File: src/rtl/any1_tlb_walker.sv
// any1_tlb_walker: single-level hardware page-table walker for the ANY1 TLB.
// On a TLB miss it fetches one 64-bit PTE over a Wishbone-style master port,
// checks its valid bit and writes a TLB entry into a round-robin way. Invalid
// PTEs produce a page-fault pulse.
//
// Optional feature: define ANY1_TLB_WALKER_TIMEOUT_EN to abort a bus read
// that has not been acknowledged within TMO cycles (berr_o pulse). Without
// the macro the walker waits for ack_i indefinitely and berr_o is tied low.
//
// state   | meaning
// --------+-----------------------------------------------------------
// S_IDLE  | waiting for miss_i; captures address/asid and bus address
// S_REQ   | bus read of the PTE in flight (cyc_o/stb_o high)
// S_CHECK | PTE registered; valid -> write, invalid -> fault pulse
// S_WRITE | wrtlb_o high for exactly one cycle
// S_DONE  | done_o high for one cycle, then back to idle
//
// TLB entry layout (tlbdat_o):
//   [63:56] asid   [55] global   [54:53] dirty/accessed (cleared)
//   [52] 0   [51:48] acr   [47:40] 0   [AWID+7:32] vaddr tag adr[AWID-1:24]
//   [31:18] 0   [17:0] ppn
module any1_tlb_walker #(
  parameter int AWID = 32,
  parameter int TMO  = 255
) (
  input  logic            clk_i,
  input  logic            rst_ni,
  input  logic            miss_i,
  input  logic [AWID-1:0] miss_adr_i,
  input  logic [7:0]      asid_i,
  input  logic [AWID-1:0] ptbr_i,
  output logic            busy_o,
  output logic            cyc_o,
  output logic            stb_o,
  input  logic            ack_i,
  output logic [AWID-1:0] adr_o,
  input  logic [63:0]     dat_i,
  output logic            wrtlb_o,
  output logic [11:0]     tlbadr_o,
  output logic [63:0]     tlbdat_o,
  output logic            done_o,
  output logic            fault_o,
  output logic            berr_o
);

  typedef enum logic [2:0] {
    S_IDLE,
    S_REQ,
    S_CHECK,
    S_WRITE,
    S_DONE
  } state_e;

  state_e            state_q;
  logic [AWID-15:0]  vpn_q;
  logic [7:0]        asid_q;
  logic              pte_v_q;
  logic              pte_g_q;
  logic [3:0]        pte_acr_q;
  logic [17:0]       pte_ppn_q;
  logic [1:0]        way_q;
  logic              cyc_q;
  logic              wrtlb_q;
  logic              done_q;
  logic              fault_q;
  logic [AWID-1:0]   adr_q;
  logic [11:0]       tlbadr_q;
  logic [63:0]       tlbdat_q;

  logic [AWID-1:0]   adr_d;
  logic [11:0]       tlbadr_d;
  logic [63:0]       tlbdat_d;

`ifdef ANY1_TLB_WALKER_TIMEOUT_EN
  localparam logic [7:0] TMO_LAST = 8'(TMO - 1);
  logic [7:0]        tmo_cnt_q;
  logic              berr_q;
`endif

  // PTE address: table base plus 8-byte-scaled vpn, wrapping at AWID bits
  always_comb begin
    adr_d = ptbr_i + AWID'({miss_adr_i[AWID-1:14], 3'b000});
  end

  // TLB entry and slot assembled from the captured walk context
  always_comb begin
    tlbadr_d                = {way_q, vpn_q[9:0]};
    tlbdat_d                = '0;
    tlbdat_d[63:56]         = asid_q;
    tlbdat_d[55]            = pte_g_q;
    tlbdat_d[51:48]         = pte_acr_q;
    tlbdat_d[AWID+7:32]     = vpn_q[AWID-15:10];
    tlbdat_d[17:0]          = pte_ppn_q;
  end

  // Walk sequencer with registered bus and strobe outputs
  always_ff @(posedge clk_i or negedge rst_ni) begin
    if (!rst_ni) begin
      state_q   <= S_IDLE;
      vpn_q     <= '0;
      asid_q    <= '0;
      pte_v_q   <= 1'b0;
      pte_g_q   <= 1'b0;
      pte_acr_q <= '0;
      pte_ppn_q <= '0;
      way_q     <= '0;
      cyc_q     <= 1'b0;
      wrtlb_q   <= 1'b0;
      done_q    <= 1'b0;
      fault_q   <= 1'b0;
      adr_q     <= '0;
      tlbadr_q  <= '0;
      tlbdat_q  <= '0;
`ifdef ANY1_TLB_WALKER_TIMEOUT_EN
      tmo_cnt_q <= '0;
      berr_q    <= 1'b0;
`endif
    end else begin
      wrtlb_q <= 1'b0;
      done_q  <= 1'b0;
      fault_q <= 1'b0;
`ifdef ANY1_TLB_WALKER_TIMEOUT_EN
      berr_q  <= 1'b0;
`endif
      case (state_q)
        S_IDLE: begin
          if (miss_i) begin
            vpn_q   <= miss_adr_i[AWID-1:14];
            asid_q  <= asid_i;
            adr_q   <= adr_d;
            cyc_q   <= 1'b1;
`ifdef ANY1_TLB_WALKER_TIMEOUT_EN
            tmo_cnt_q <= '0;
`endif
            state_q <= S_REQ;
          end
        end
        S_REQ: begin
          if (ack_i) begin
            pte_v_q   <= dat_i[63];
            pte_g_q   <= dat_i[55];
            pte_acr_q <= dat_i[51:48];
            pte_ppn_q <= dat_i[17:0];
            cyc_q     <= 1'b0;
            state_q   <= S_CHECK;
          end
`ifdef ANY1_TLB_WALKER_TIMEOUT_EN
          else if (tmo_cnt_q == TMO_LAST) begin
            cyc_q   <= 1'b0;
            berr_q  <= 1'b1;
            state_q <= S_IDLE;
          end else begin
            tmo_cnt_q <= tmo_cnt_q + 8'd1;
          end
`endif
        end
        S_CHECK: begin
          if (pte_v_q) begin
            wrtlb_q  <= 1'b1;
            tlbadr_q <= tlbadr_d;
            tlbdat_q <= tlbdat_d;
            state_q  <= S_WRITE;
          end else begin
            fault_q  <= 1'b1;
            state_q  <= S_IDLE;
          end
        end
        S_WRITE: begin
          way_q   <= way_q + 2'd1;
          done_q  <= 1'b1;
          state_q <= S_DONE;
        end
        S_DONE: begin
          state_q <= S_IDLE;
        end
        default: begin
          state_q <= S_IDLE;
        end
      endcase
    end
  end

  assign busy_o   = (state_q != S_IDLE);
  assign cyc_o    = cyc_q;
  assign stb_o    = cyc_q;
  assign adr_o    = adr_q;
  assign wrtlb_o  = wrtlb_q;
  assign tlbadr_o = tlbadr_q;
  assign tlbdat_o = tlbdat_q;
  assign done_o   = done_q;
  assign fault_o  = fault_q;

`ifdef ANY1_TLB_WALKER_TIMEOUT_EN
  assign berr_o = berr_q;
`else
  assign berr_o = 1'b0;
  // TMO only matters when the bus timeout is built in
  logic unused_tmo;
  assign unused_tmo = ^TMO;
`endif

  // PTE fields and page-offset bits the walker deliberately ignores
  logic unused_bits;
  assign unused_bits = ^{miss_adr_i[13:0], dat_i[62:56], dat_i[54:52], dat_i[47:18]};

endmodule

File: config.mk
export PLATFORM = sky130hd
export DESIGN_NAME = any1_tlb_walker
export DESIGN_NICKNAME = d
export VERILOG_FILES = /design/src/rtl/any1_tlb_walker.sv
export SDC_FILE = /design/constraint.sdc
export NUM_CORES = 1
export LEC_CHECK = 0
export BUFFER_PORTS_ARGS = -buffer_cell sky130_fd_sc_hd__buf_2
export CORE_ASPECT_RATIO = 1.5
export CORE_UTILIZATION = 49
export CTS_CLUSTER_SIZE = 14
export DETAILED_ROUTE_END_ITERATION = 10
export GPL_ROUTABILITY_DRIVEN = 0
export GPL_TIMING_DRIVEN = 0
export PLACE_DENSITY = 0.8
export SLEW_MARGIN = 20
export SYNTH_ARGS = -nofsm -noshare
export SYNTH_HDL_FRONTEND = slang
export SYNTH_SLANG_ARGS = --single-unit
export TNS_END_PERCENT = 1
File: constraint.sdc
create_clock -name clk_i -period 2.1 [get_ports clk_i]
set_input_delay 0.42 -clock clk_i [delete_from_list [all_inputs] [get_ports clk_i]]
set_output_delay 0.42 -clock clk_i [all_outputs]
set_load 0.01 [all_outputs]
==> flow_metrics.env <==
export IMPL_cp_end_kind="flop"
export IMPL_synthTopCellsByCount="nand2_1, dfrtp_1, mux2_2, o21ai_0, buf_4"
export IMPL_synth_area_sq_um=6690
export IMPL_min_path_type="in2reg"
export IMPL_synth_top_area_frac=0.532
export IMPL_post_place_ws_ns=-0.620
export IMPL_cts_buffers=17
export IMPL_synth_cell_types=51
export IMPL_die_h_um=145
export IMPL_synth_edf_count=0
export IMPL_finalSetupViolCount=3
export IMPL_layout_drive_gt1_share=0.411
export IMPL_grt_use_met3=0.0525
export IMPL_path_clk_slew_ns=0.06
export IMPL_coreArea_sq_um=13100
export IMPL_crit_required_ns=2.38
export IMPL_clockBufferDepth=2
export IMPL_die_area_sq_um=14100
export IMPL_fill_cells=1054
export IMPL_crit_fanout=4
export IMPL_crit_top_cell="a211oi_4"
export IMPL_drv_cap=0
export IMPL_antenna_left=0
export IMPL_hpwl_um=11600
export IMPL_yosys_warnings=0
export IMPL_slew_violations=0
export IMPL_cts_sinks=142
export IMPL_hold_depth=3
export IMPL_ys_async_sr_fraction=1.00
export IMPL_antenna_found_initial=1
export IMPL_synthFlopType="dfrtp_1"
export IMPL_cts_root_buffer="clkbuf_16"
export IMPL_netlist_instances=622
export IMPL_nNetsFinal=1001
export IMPL_initial_core_util=0.509
export IMPL_multi_input_area_sq_um=2990
export IMPL_clk_latency_ns=0.42
export IMPL_num_io_pins=255
export IMPL_vias=5272
export IMPL_p_per_area_nw_per_um2=1400
export IMPL_drt_pass1_iterations=5
export IMPL_cp_cell_sequence="buf_2 -> ha_4 -> fa_2 -> a211oi_4 -> o21a_1 -> o22ai_4 -> a211oi_4 -> o22ai_1 -> xnor2_1 -> o21ai_1"
export IMPL_htree_levels=4
export IMPL_crit_type="in2reg"
export IMPL_skew_ns=0.00870
export IMPL_ys_ff_latch=142
export IMPL_grt_pass1_wl_um=25900
export IMPL_yosys_area_top_type="dfrtp_1"
export IMPL_critPathLaunchType="primary input"
export IMPL_slowest_stage="fa_2"
export IMPL_fmax_mhz=465
export IMPL_grt_usage=0.230
export IMPL_synth_most_common_cell="nand2_1"
export IMPL_max_stage_delay_ns=0.42
export IMPL_whs_ns=0.196
export IMPL_avgSynthCellArea_sq_um=10.7
export IMPL_grt_pass1_vias=5336
export IMPL_r2r_cells=6
export IMPL_arrival_ns=2.43
export IMPL_yosys_top_cells_area="dfrtp_1, mux2_2, nand2_1"
export IMPL_run_status="finished, violations left"
export IMPL_avgViaCountPerCell=5.19
export IMPL_tritoncts="built"
export IMPL_p_leak_nw=4.34
export IMPL_grt_use_met1=0.277
export IMPL_dr_first_iter_drc_count=222
export IMPL_syn_to_final_growth_pct=28.8
export IMPL_port_buffers=172
export IMPL_grt_start_max_net_pins=84
export IMPL_wl_um=15800
export IMPL_num_rows=51
export IMPL_tightest_slew_ns=0.546
export IMPL_peakVddDrop_mv=0.705
export IMPL_postLayoutSetupSlackWorst_ns=-0.0492
export IMPL_violations="negative setup slack"
export IMPL_grt_busiest_layer="met2"
export IMPL_timing_final_crit_share=1.02
export IMPL_die_w_um=97.4
export IMPL_post_route_min_period_ns=2.15
export IMPL_seq_area_sq_um=3550
export IMPL_wl_per_cell_um=15.6
export IMPL_hold_viol_final=0
export IMPL_yosysSeqAreaShare=0.532
export IMPL_drc_errors=0
export IMPL_grtUsageMet2=0.393
export IMPL_overflow=0
export IMPL_rsz0062_at_grt="yes"
export IMPL_max_slew_margin_rel=0.634
-- path summary, 6_finish.rpt --
kind                                        start                        to  slack (ns)
max in group asynchronous                  rst_ni  tlbdat_o[16]$_DFFE_PN0P_        0.86
hold / removal                          ptbr_i[0]      adr_o[0]$_DFFE_PN0P_        0.20
setup / recovery                   miss_adr_i[14]     adr_o[31]$_DFFE_PN0P_       -0.05
min in group asynchronous                  rst_ni     adr_o[17]$_DFFE_PN0P_        0.49
hold reg to reg             adr_o[29]$_DFFE_PN0P_     adr_o[29]$_DFFE_PN0P_        0.47
setup reg to reg           state_q[0]$_DFFE_PN0P_     adr_o[26]$_DFFE_PN0P_        0.11
-- power by group --
group          switching (W)  internal (W)
Sequential          0.000653       0.00406
Clock                0.00126       0.00179
Combinational        0.00227       0.00198
Total                0.00418       0.00783
-- final cells by class --
type                       instances  share of cell area
sequential                       142               0.413
multi-input combinational        447               0.347
timing repair buffer             176               0.107
clock buffer                      17              0.0494
buffer                            53              0.0373
tap                              159              0.0231
clock inverter                    15              0.0208
inverter                           5             0.00218
antenna                            1            0.000291
-- cell families after synthesis --
kind of cell             Yosys count  synth area share
AO/OA/AOI/OAI                     92            0.0859
AND/OR/NAND/NOR                  209             0.136
flip-flops                       142             0.532
XOR/XNOR                          24            0.0314
other                              1          0.000561
buffers and inverters             58            0.0487
adder cells (fa/ha/maj)           19            0.0367
multiplexers                      77             0.130
-- routing by layer --
layer | part of all wire | up-vias
met1 | 0.41 | 2517
li1 | - | 2519
met2 | 0.51 | 198
met4 | 0.032 | 0
met3 | 0.051 | 38
met5 | 0 | -
-- repair_timing --
| action | 4_1_cts | 5_1_grt |
|---|---|---|
| endpoints found under the hold margin | 59 | 0 |
| gates resized for setup | 14 | 19 |
| pin swaps | 0 | 3 |
| setup buffers | 0 | 2 |
| hold buffers | 1 | 0 |
| gates cloned | 0 | 0 |
| endpoints found under the setup margin | 73 | 109 |
-- state kept, by name, indices dropped and copies added (netlist names), 2 cells and up --
| register | flops |
|---|---|
| pte_acr_q | 4 |
| way_q | 2 |
| state_q | 3 |
| adr_o | 32 |
| vpn_q | 18 |
| pte_ppn_q | 18 |
| asid_q | 8 |
| tlbdat_o | 39 |
| tlbadr_o | 12 |
-- critical path, delay by kind of cell --
kind	cells	cell delay, ns
AOI/OAI and AO/OA	6	1.12
buffers and inverters	1	0.12
adders and majority gates	2	0.59
xor gates and xnor gates	1	0.18
-- stage by stage --
| stage | setup TNS, ns | cell area, sq um | std cells | util | total power, W |
|---|---|---|---|---|---|
| 5_1_grt | -0.648 | 8610 | 1015 | 0.655 | 0.0128 |
| 3_5_place_dp | -13.80 | 7900 | 979 | 0.601 | 0.00896 |
| 2_1_floorplan | -0.721 | 6800 | 647 | - | 0.00730 |
| 4_1_cts | -0.129 | 8560 | 1012 | 0.651 | 0.0121 |
| 6_report | -0.0594 | 8610 | 1015 | 0.655 | 0.0120 |
| 3_3_place_gp | -206.75 | 7860 | 978 | 0.598 | 0.00878 |
-- layout by cell type (no fill, tap or decap), types with 16 or more instances in the layout --
master | Yosys | final
a21oi_1 | 23 | 21
buf_2 | 5 | 176
clkbuf_16 | 0 | 17
o21ai_0 | 34 | 31
conb_1 | 1 | 26
dfrtp_1 | 142 | 142
nor2_1 | 16 | 16
nand2_1 | 149 | 149
mux2_2 | 76 | 76
buf_4 | 27 | 29
(Power assumes the default switching activity.)
